<file path="src/rtl/vga_object_renderer_if.sv">
// Object-write and commit handshake between game logic and the renderer.
// The master drives shadow-bank writes and commit requests; the slave reports readiness.
interface vga_object_renderer_if #(
    parameter int COORD_W = 10,
    parameter int IDX_W   = 3
);
    logic               wr_valid;
    logic               wr_ready;
    logic [IDX_W-1:0]   wr_idx;
    logic [COORD_W-1:0] wr_x;
    logic [COORD_W-1:0] wr_y;
    logic [COORD_W-1:0] wr_w;
    logic [COORD_W-1:0] wr_h;
    logic [2:0]         wr_color;
    logic               wr_en_obj;
    logic               commit_req;
    logic               commit_pending;

    modport master (
        output wr_valid, wr_idx, wr_x, wr_y, wr_w, wr_h, wr_color, wr_en_obj, commit_req,
        input  wr_ready, commit_pending
    );
    modport slave (
        input  wr_valid, wr_idx, wr_x, wr_y, wr_w, wr_h, wr_color, wr_en_obj, commit_req,
        output wr_ready, commit_pending
    );
endinterface

</file>
<file path="src/rtl/vga_object_renderer.sv">
// Draws N_OBJ double-buffered rectangles over the raster with a fixed 2-cycle pipeline;
// the write port stalls while a commit is armed, and bird-vs-object overlap is reported per frame.
module vga_object_renderer #(
    parameter int N_OBJ   = 4,
    parameter int COORD_W = 10,
    parameter int IDX_W   = 3
) (
    input  logic               board_clk,
    input  logic               Reset,
    input  logic [COORD_W-1:0] counter_x,
    input  logic [COORD_W-1:0] counter_y,
    input  logic               in_display,
    input  logic               h_sync_in,
    input  logic               v_sync_in,
    input  logic               frame_start,
    vga_object_renderer_if.slave wr,
    output logic               vga_r,
    output logic               vga_g,
    output logic               vga_b,
    output logic               h_sync_out,
    output logic               v_sync_out,
    output logic [IDX_W-1:0]   hit_idx,
    output logic               hit_any,
    output logic               collision
);
    typedef struct packed {
        logic               en;
        logic [2:0]         color;
        logic [COORD_W-1:0] x;
        logic [COORD_W-1:0] y;
        logic [COORD_W-1:0] w;
        logic [COORD_W-1:0] h;
    } obj_t;

    typedef enum logic {IDLE, ARMED} cstate_t;

    obj_t             shadow_q [N_OBJ];
    obj_t             shadow_d [N_OBJ];
    obj_t             active_q [N_OBJ];
    obj_t             active_d [N_OBJ];
    cstate_t          state_q, state_d;

    logic [COORD_W:0] end_x [N_OBJ];
    logic [COORD_W:0] end_y [N_OBJ];
    logic [N_OBJ-1:0] hit;

    logic [N_OBJ-1:0] hit_s1_q, hit_s1_d;
    logic             disp_s1_q, disp_s1_d;
    logic             hs_s1_q, hs_s1_d, vs_s1_q, vs_s1_d;
    logic [2:0]       rgb_q, rgb_d;
    logic [IDX_W-1:0] idx_q, idx_d;
    logic             any_q, any_d;
    logic             hs_s2_q, hs_s2_d, vs_s2_q, vs_s2_d;
    logic             acc_q, acc_d;
    logic             coll_q, coll_d;
    logic             overlap;
    logic [IDX_W-1:0] win_idx;
    logic [2:0]       win_color;

    assign wr.wr_ready       = (state_q == IDLE);
    assign wr.commit_pending = (state_q == ARMED);

    // Copy uses shadow_d so a write landing on the commit edge is included.
    always_comb begin
        state_d  = state_q;
        shadow_d = shadow_q;
        active_d = active_q;
        if (wr.wr_valid && wr.wr_ready) begin
            for (int k = 0; k < N_OBJ; k++) begin
                if (wr.wr_idx == IDX_W'(k)) begin
                    shadow_d[k] = '{en: wr.wr_en_obj, color: wr.wr_color,
                                    x: wr.wr_x, y: wr.wr_y, w: wr.wr_w, h: wr.wr_h};
                end
            end
        end
        case (state_q)
            IDLE: begin
                if (wr.commit_req && frame_start) active_d = shadow_d;
                else if (wr.commit_req)           state_d  = ARMED;
            end
            ARMED: begin
                if (frame_start) begin
                    active_d = shadow_d;
                    state_d  = IDLE;
                end
            end
            default: state_d = IDLE;
        endcase
    end

    // Far edges are widened by one bit so objects near the right/bottom clip instead of wrapping.
    always_comb begin
        for (int k = 0; k < N_OBJ; k++) begin
            end_x[k] = {1'b0, active_q[k].x} + {1'b0, active_q[k].w};
            end_y[k] = {1'b0, active_q[k].y} + {1'b0, active_q[k].h};
            hit[k]   = active_q[k].en
                     && (counter_x >= active_q[k].x) && ({1'b0, counter_x} < end_x[k])
                     && (counter_y >= active_q[k].y) && ({1'b0, counter_y} < end_y[k]);
        end
    end

    always_comb begin
        hit_s1_d  = hit;
        disp_s1_d = in_display;
        hs_s1_d   = h_sync_in;
        vs_s1_d   = v_sync_in;

        win_idx   = '0;
        win_color = 3'b000;
        for (int k = N_OBJ - 1; k >= 0; k--) begin
            if (hit_s1_q[k]) begin
                win_idx   = IDX_W'(k);
                win_color = active_q[k].color;
            end
        end
        any_d   = disp_s1_q && (|hit_s1_q);
        idx_d   = any_d ? win_idx : '0;
        rgb_d   = any_d ? win_color : 3'b000;
        hs_s2_d = hs_s1_q;
        vs_s2_d = vs_s1_q;

        overlap = disp_s1_q && hit_s1_q[0] && (|hit_s1_q[N_OBJ-1:1]);
        if (frame_start) begin
            coll_d = acc_q | overlap;
            acc_d  = 1'b0;
        end else begin
            coll_d = coll_q;
            acc_d  = acc_q | overlap;
        end
    end

    always_ff @(posedge board_clk or posedge Reset) begin
        if (Reset) begin
            shadow_q  <= '{default: '0};
            active_q  <= '{default: '0};
            state_q   <= IDLE;
            hit_s1_q  <= '0;
            disp_s1_q <= 1'b0;
            hs_s1_q   <= 1'b0;
            vs_s1_q   <= 1'b0;
            rgb_q     <= 3'b000;
            idx_q     <= '0;
            any_q     <= 1'b0;
            hs_s2_q   <= 1'b0;
            vs_s2_q   <= 1'b0;
            acc_q     <= 1'b0;
            coll_q    <= 1'b0;
        end else begin
            shadow_q  <= shadow_d;
            active_q  <= active_d;
            state_q   <= state_d;
            hit_s1_q  <= hit_s1_d;
            disp_s1_q <= disp_s1_d;
            hs_s1_q   <= hs_s1_d;
            vs_s1_q   <= vs_s1_d;
            rgb_q     <= rgb_d;
            idx_q     <= idx_d;
            any_q     <= any_d;
            hs_s2_q   <= hs_s2_d;
            vs_s2_q   <= vs_s2_d;
            acc_q     <= acc_d;
            coll_q    <= coll_d;
        end
    end

    assign vga_r      = rgb_q[2];
    assign vga_g      = rgb_q[1];
    assign vga_b      = rgb_q[0];
    assign hit_idx    = idx_q;
    assign hit_any    = any_q;
    assign h_sync_out = hs_s2_q;
    assign v_sync_out = vs_s2_q;
    assign collision  = coll_q;
endmodule

</file>
<file path="src/flat_wrapper.sv">
// flat-port wrapper written by rule: the top's interface ports become plain ports
module vga_object_renderer_flat 
#(
    parameter int N_OBJ   = 4,
    parameter int COORD_W = 10,
    parameter int IDX_W   = 3
)
  (board_clk, Reset, counter_x, counter_y, in_display, h_sync_in, v_sync_in, frame_start, vga_r, vga_g, vga_b, h_sync_out, v_sync_out, hit_idx, hit_any, collision, wr_wr_valid, wr_wr_idx, wr_wr_x, wr_wr_y, wr_wr_w, wr_wr_h, wr_wr_color, wr_wr_en_obj, wr_commit_req, wr_wr_ready, wr_commit_pending);
  vga_object_renderer_if #(.COORD_W(COORD_W), .IDX_W(IDX_W)) wr_i ();
  input  logic board_clk;
  input  logic Reset;
  input  logic [COORD_W-1:0] counter_x;
  input  logic [COORD_W-1:0] counter_y;
  input  logic in_display;
  input  logic h_sync_in;
  input  logic v_sync_in;
  input  logic frame_start;
  output logic vga_r;
  output logic vga_g;
  output logic vga_b;
  output logic h_sync_out;
  output logic v_sync_out;
  output logic [IDX_W-1:0] hit_idx;
  output logic hit_any;
  output logic collision;
  input wire logic [$bits(wr_i.wr_valid)-1:0] wr_wr_valid;
  input wire logic [$bits(wr_i.wr_idx)-1:0] wr_wr_idx;
  input wire logic [$bits(wr_i.wr_x)-1:0] wr_wr_x;
  input wire logic [$bits(wr_i.wr_y)-1:0] wr_wr_y;
  input wire logic [$bits(wr_i.wr_w)-1:0] wr_wr_w;
  input wire logic [$bits(wr_i.wr_h)-1:0] wr_wr_h;
  input wire logic [$bits(wr_i.wr_color)-1:0] wr_wr_color;
  input wire logic [$bits(wr_i.wr_en_obj)-1:0] wr_wr_en_obj;
  input wire logic [$bits(wr_i.commit_req)-1:0] wr_commit_req;
  output wire logic [$bits(wr_i.wr_ready)-1:0] wr_wr_ready;
  output wire logic [$bits(wr_i.commit_pending)-1:0] wr_commit_pending;
  assign wr_i.wr_valid = wr_wr_valid;
  assign wr_i.wr_idx = wr_wr_idx;
  assign wr_i.wr_x = wr_wr_x;
  assign wr_i.wr_y = wr_wr_y;
  assign wr_i.wr_w = wr_wr_w;
  assign wr_i.wr_h = wr_wr_h;
  assign wr_i.wr_color = wr_wr_color;
  assign wr_i.wr_en_obj = wr_wr_en_obj;
  assign wr_i.commit_req = wr_commit_req;
  assign wr_wr_ready = wr_i.wr_ready;
  assign wr_commit_pending = wr_i.commit_pending;
  vga_object_renderer #(.N_OBJ(N_OBJ), .COORD_W(COORD_W), .IDX_W(IDX_W)) u_core (.board_clk(board_clk), .Reset(Reset), .counter_x(counter_x), .counter_y(counter_y), .in_display(in_display), .h_sync_in(h_sync_in), .v_sync_in(v_sync_in), .frame_start(frame_start), .wr(wr_i), .vga_r(vga_r), .vga_g(vga_g), .vga_b(vga_b), .h_sync_out(h_sync_out), .v_sync_out(v_sync_out), .hit_idx(hit_idx), .hit_any(hit_any), .collision(collision));
endmodule
</file>
<file path="config.mk">
export PLATFORM = sky130hd
export DESIGN_NAME = vga_object_renderer_flat
export DESIGN_NICKNAME = d
export VERILOG_FILES = /design/src/rtl/vga_object_renderer_if.sv /design/src/rtl/vga_object_renderer.sv /design/src/flat_wrapper.sv
export SDC_FILE = /design/constraint.sdc
export NUM_CORES = 1
export LEC_CHECK = 0
export CORE_ASPECT_RATIO = 2
export CORE_MARGIN = 2
export CORE_UTILIZATION = 50
export DETAILED_ROUTE_END_ITERATION = 6
export GPL_TIMING_DRIVEN = 0
export MAX_ROUTING_LAYER = met4
export PLACE_DENSITY = 0.78
export SLEW_MARGIN = 20
export SYNTH_ARGS = -nofsm -noshare
export SYNTH_HDL_FRONTEND = slang
export SYNTH_SLANG_ARGS = --single-unit
export TNS_END_PERCENT = 30
</file>
<file path="constraint.sdc">
create_clock -name board_clk -period 36.4 [get_ports board_clk]
set_input_delay 7.28 -clock board_clk [delete_from_list [all_inputs] [get_ports board_clk]]
set_output_delay 7.28 -clock board_clk [all_outputs]
set_load 0.01 [all_outputs]
</file>
Word-level counts from Yosys, hierarchy flattened
Index checks and enable logic that the tools add are counted.
{ "word_totals": {"mem_bits_ro": 0, "word_cells": 139, "mem_bits_rw": 0, "latchBits": 0, "n_memories": 0, "output_inout_bits": 12, "ff_bits": 371} }
{ "classes": {"div_mod_pow": 0, "shift": 0, "add_sub_neg": 8, "mux": 23, "bitwise": 2, "n_reduce_logical": 25, "n_lt_le_gt_ge": 16, "mul": 0, "n_eq_ne": 5} }
{ "ops": {"columns": ["operator", "n"], "rows": [
  ["176-bit two-way mux", 3],
  ["176-bit one-hot mux with 2 select lines", 1],
  ["44-bit two-way mux", 4],
  ["10-bit by 10-bit adder with 11-bit output", 8],
  ["10-bit by 11-bit < comparator with 1-bit output", 8],
  ["10-bit greater-or-equal comparator", 8],
  ["1-bit logical AND", 21],
  ["3-bit two-way mux", 5],
  ["2-bit two-way mux", 5],
  ["3-bit by 2-bit equality test with 1-bit output (second input constant)", 2],
  ["1-bit two-way mux", 4],
  ["2-bit != test (second input constant)", 2],
  ["4-bit OR reduction", 1],
  ["3-bit by 1-bit equality test with 1-bit output (second input constant)", 1],
  ["3-bit zero test", 1],
  ["3-bit OR reduction", 1],
  ["1-bit one-hot mux with 2 select lines", 1],
  ["2-bit AND reduction", 1],
  ["1-bit inverter", 1],
  ["1-bit bitwise OR", 1]
]} }

Longest topological paths before layout
{ "depth": {"depth_word": 5, "ltp_mapped": 15} }

Worst setup path after synthesis
Ideal clock, no wire load.
{ "synth_path": {"path_kind": "input -> register", "start": "input port wr_wr_idx[2]", "end": "register u_core.active_q[86] (netlist name)", "required_ns": 36.275, "arrival_ns": 8.701, "slack_ns": 27.574, "stages": 6, "setup_time_ns": 0.125, "cell_sequence": "nor2_4 > nand2_4 > nor3b_4 > buf_6 > mux2_2 > mux2_2"} }
{ "synth_rtl": {"columns": ["element", "line", "text"], "rows": [
  ["start, declared", "flat_wrapper.sv:27", "input wire logic [$bits(wr_i.wr_idx)-1:0] wr_wr_idx;"],
  ["end signal, assigned", "vga_object_renderer.sv:150", "active_q <= active_d;"],
  ["end, declared", "vga_object_renderer.sv:39", "obj_t active_q [N_OBJ];"]
]} }

Worst setup path in the final report
{ "layout_path": {"start": "input port counter_x[2]", "end": "register u_core.hit_s1_q[3]"} }
{ "layout_via": {"elab_chain_len": 5, "elab_cells_between_ends": 6} }
{ "layout_lines": {"columns": ["element", "line", "text"], "rows": [
  ["start, declared", "flat_wrapper.sv:12", "input logic [COORD_W-1:0] counter_x;"],
  ["10-bit greater-or-equal comparator", "vga_object_renderer.sv:97", "&& (counter_x >= active_q[k].x) && ({1'b0, counter_x} < end_x[k])"],
  ["1-bit logical AND", "vga_object_renderer.sv:97", null],
  ["1-bit logical AND (*)", "vga_object_renderer.sv:97", null],
  ["1-bit logical AND (*) (2 in a row)", "vga_object_renderer.sv:98", "&& (counter_y >= active_q[k].y) && ({1'b0, counter_y} < end_y[k]);"],
  ["net u_core.hit[3]", "vga_object_renderer.sv:45", "logic [N_OBJ-1:0] hit;"],
  ["end signal, assigned", "vga_object_renderer.sv:152", "hit_s1_q <= hit_s1_d;"],
  ["end, declared", "vga_object_renderer.sv:47", "logic [N_OBJ-1:0] hit_s1_q, hit_s1_d;"]
]} }
Mark *: on every way through the listed nets, which the timed path passes. The rest lies on a longest branch.
A chain may end at the register's enable or synchronous reset.

==> impl_metrics.yaml <==
run_status:
  status: "completed"
cells_and_area:
  area_delta_synth_final_pct: 13.93
  multi_input_gate_area_in_the_final_layout_mm2: 0.01040
  fillerInstances: 3333
  ff_latch_area_mm2: 0.009259
  final_nets: 2158
  layout-drive-gt1-share_pct: 20.82
  diodes: 0
logic_synthesis:
  syn-num-nets: 2033
  synth_top_flop_cell: "sky130_fd_sc_hd__dfrtp_1"
  synth-xor-area-share_pct: 2.463
  synth-async-reset-ratio_pct: 100.0
  synth-seq-cells: 370
  yosysWarningCount: 0
  synth-seq-area-share_pct: 45.69
  post_synth_num_cell_types: 55
  post_synth_and_or_nand_nor_area_fraction_pct: 7.125
  syn_area_per_cell_um2: 11.80
  portion_of_netlist_area_occupied_by_mux_cells_pct: 16.97
  syn-cell-area_mm2: 0.02027
  synth_area_in_compound_gates_pct: 9.601
  synth_top_family_by_area: "multiplexers"
  synth-edff-count: 0
  synthAdderAreaFrac_pct: 15.11
  postSynthCellCount: 1718
timing:
  fmax_ghz: 0.09993
  max_slew.worst_pin.slew_ns: 0.9411
  rsz0062_at_grt: "false"
  final_period_minus_worst_setup_slack_ns: 10.01
  final_hold_viol_count: 0
  final-setup-viol-count: 0
  setup_tns_ns: 0
  finClkSkew_ns: 0.03183
  maxSlewViolCount: 0
  relSlewSlack_pct: 36.36
  part_of_the_cycle_the_worst_path_needs_pct: 27.49
pwr:
  vdd_drop_max_mv: 0.03293
  p_total_w: 0.001706
  p_leak_nw: 10.72
  power_density_of_the_placed_cells_mw_per_mm2: 73.87
placement:
  dp_hpwl_um: 43980
  globalplace.congestion: 0.9560
  placement.io_buffers: 85
floorplanning:
  fp.dieH_um: 288.7
  fp.coreArea_mm2: 0.04008
  fp-row-count: 104
  die_width_um: 146.4
  pin_count: 87
  fp.dieArea_mm2: 0.04225
  start_util_pct: 50.57
routing:
  drt-wirelength-per-cell_um: 23.88
  routed-via-count: 14360
  drt_iter0_drcs: 673
  detailroute.wirelength.met3_um: 1947
  maxUsedRoutingLayer: "met4"
  detailroute.wirelength.met2_um: 30020
  drc: 0
  postRouteWirelength_um: 57260
  via_density: 5.988
  final_antenna_net_count: 0
  met1_length_um: 18930
  drt_first_pass_iters: 5
critical_path:
  critPathRequiredTime_ns: 36.74
  endpoint_kind: "register"
  crit-reg2reg-capture: "u_core.hit_s1_q[3]$_DFF_PP0_"
  critical_path_arrival_ns: 10.34
  critical_path.max_fanout: 8
  worst_setup_path_start_kind: "input port"
  worstSetupPathType: "in2reg"
  worstReg2RegStart: "u_core.active_q[30]$_DFFE_PP0P_"
  r2r.worst_path.cells: 15
  rrSetupSlack_ns: 32.12
flow_run:
  max-cap-violations: 0
hold_path:
  min_from: "u_core.vs_s1_q$_DFF_PP0_"
  holdCritPathClass: "reg2reg"
  worstHoldPathCells: 0
  holdPathEnd: "u_core.v_sync_out$_DFF_PP0_"
cts:
  post_cts_hold_buffer_count: 0
  ctsRootBufferMaster: "sky130_fd_sc_hd__clkbuf_16"
  cts_tree: "done"
  cts-htree-levels: 2
  worst_setup_hold_path_clk_slew_ns: 0.07
  cts_num_sinks: 370
  worstSkewPairLatency_ns: 0.55
  max-clock-path-buffers: 3
  cts_post_setup_buffers_inserted: 0
  cts_resized: 0
  numCtsBuffers: 34
grt:
  grt_pass1_wl_um: 86880
  via_count_of_the_first_global_routing_pass: 15312
  grt_usage_pct: 28.33
  grt_remaining_overflow: 0
  grt_max_degree: 100
  antenna_found_initial: 1
==> report_power, final <==
group          internal [W]  leakage, nW  switching, W  total (W)
registers          0.000519         4.47     0.0000612   0.000580
clock network      0.000222        0.575      0.000161   0.000383
logic              0.000337         5.67      0.000405   0.000743
==> worst max path at each step <==
stage	startpoint	to	slack (ns)	cells past startpoint
2_1_floorplan	Reset	u_core.acc_q$_DFF_PP0_	18.85	1
3_5_place_dp	counter_x[2]	u_core.hit_s1_q[1]$_DFF_PP0_	25.95	8
5_1_grt	counter_x[2]	u_core.hit_s1_q[1]$_DFF_PP0_	26.30	8
4_1_cts	counter_x[2]	u_core.hit_s1_q[1]$_DFF_PP0_	26.51	8
6_report	counter_x[2]	u_core.hit_s1_q[3]$_DFF_PP0_	26.39	8
3_3_place_gp	Reset	u_core.active_q[7]$_DFFE_PP0P_	14.96	2
==> area by class of cell <==
class	count	share of cell area (%)
Clock buffer	47	4.335
Sequential cell	370	40.10
Multi-Input combinational cell	1215	45.04
Inverter	89	1.479
Buffer	44	1.208
Tap cell	530	2.872
Timing Repair Buffer	89	4.162
Clock inverter	14	0.7966
==> metal layers <==
metal  GRT usage, %  up-vias
li1               -     6431
met1          26.52     7235
met2          50.33      448
met3          3.333      246
met4          25.73        0
met5              -        -
==> stage by stage <==
| stage | area (µm²) | std cells | utilization, % | setup slack (ns) | hold slack (ns) |
|---|---|---|---|---|---|
| floorplan | 20270 | 1718 | - | 18.85 | 0.3312 |
| global placement | 21780 | 2333 | 54.34 | 14.96 | 0.3391 |
| detailed placement | 21900 | 2337 | 54.65 | 25.95 | 0.3347 |
| CTS | 23090 | 2398 | 57.61 | 26.51 | 0.3505 |
| global route | 23090 | 2398 | 57.61 | 26.30 | 0.3707 |
| finish | 23090 | 2398 | 57.61 | 26.39 | 0.3488 |
==> flip-flops by register name, indices dropped and copies added (netlist names), 2 cells and up <==
signal / count
u_core.hit_idx: 2
u_core.hit_s1_q: 4
u_core.shadow_q: 176
u_core.active_q: 176
u_core.rgb_q: 3
==> placed cells by master (no fill, tap or decap), types with 6 or more instances in the layout <==
master | Yosys | final
sky130_fd_sc_hd__a2111oi_0 | 12 | 12
sky130_fd_sc_hd__a211oi_1 | 10 | 10
sky130_fd_sc_hd__a21o_1 | 15 | 15
sky130_fd_sc_hd__a21oi_1 | 138 | 138
sky130_fd_sc_hd__a31oi_1 | 10 | 10
sky130_fd_sc_hd__buf_2 | 16 | 16
sky130_fd_sc_hd__buf_6 | 11 | 11
sky130_fd_sc_hd__clkbuf_1 | 13 | 17
sky130_fd_sc_hd__clkbuf_16 | 0 | 35
sky130_fd_sc_hd__clkbuf_8 | 0 | 8
sky130_fd_sc_hd__clkdlybuf4s50_1 | 0 | 85
sky130_fd_sc_hd__dfrtp_1 | 370 | 370
sky130_fd_sc_hd__fa_1 | 8 | 8
sky130_fd_sc_hd__ha_1 | 232 | 232
sky130_fd_sc_hd__inv_1 | 89 | 88
sky130_fd_sc_hd__mux2_1 | 13 | 13
sky130_fd_sc_hd__mux2_2 | 263 | 263
sky130_fd_sc_hd__mux2_4 | 22 | 22
sky130_fd_sc_hd__nand2_1 | 57 | 57
sky130_fd_sc_hd__nand2b_1 | 32 | 32
sky130_fd_sc_hd__nand3_1 | 14 | 14
sky130_fd_sc_hd__nand4_1 | 6 | 6
sky130_fd_sc_hd__nor2_1 | 119 | 119
sky130_fd_sc_hd__nor2b_1 | 12 | 12
sky130_fd_sc_hd__nor3_1 | 22 | 22
sky130_fd_sc_hd__nor4_1 | 9 | 9
sky130_fd_sc_hd__o21a_1 | 18 | 18
sky130_fd_sc_hd__o21ai_0 | 74 | 74
sky130_fd_sc_hd__o21bai_1 | 6 | 6
sky130_fd_sc_hd__or4_1 | 8 | 8
sky130_fd_sc_hd__xnor2_1 | 21 | 21
sky130_fd_sc_hd__xor2_1 | 36 | 36
==> synthesized netlist by cell type, drive strengths merged (12+ instances only) <==
cell	count	share of area [%]
a21oi	138	3.4
nand2	59	1.2
nor3	23	0.62
a21o	15	0.56
a2111oi	12	0.52
dfrtp	370	46
ha	232	14
nand3	14	0.35
mux2	298	17
inv	89	1.6
nor2	121	2.3
xor2	36	1.6
clkbuf	13	0.24
o21ai	76	1.9
nor2b	12	0.37
nand2b	32	0.99
xnor2	21	0.91
o21a	18	0.67
buf	31	1.1
==> critical path, cell delays in order <==
cell and delay [ns]:
sky130_fd_sc_hd__clkdlybuf4s50_1 0.75, sky130_fd_sc_hd__ha_1 0.32, sky130_fd_sc_hd__a21o_1 0.16, sky130_fd_sc_hd__a31oi_1 0.46, sky130_fd_sc_hd__o21ai_0 0.29, sky130_fd_sc_hd__nand2_1 0.10, sky130_fd_sc_hd__o21ai_0 0.13, sky130_fd_sc_hd__nor4bb_2 0.84
==> cells by family (layout without fill, tap and decap cells) <==
logic type               Yosys count  count (layout)
AO/OA/AOI/OAI                    324             324
AND/OR/NAND/NOR                  295             295
buffers and inverters            133             283
multiplexers                     298             298
adder cells (fa/ha/maj)          240             240
XOR/XNOR                          57              57
flip-flops                       370             370
other                              1               1
(Power assumes the default switching activity.)
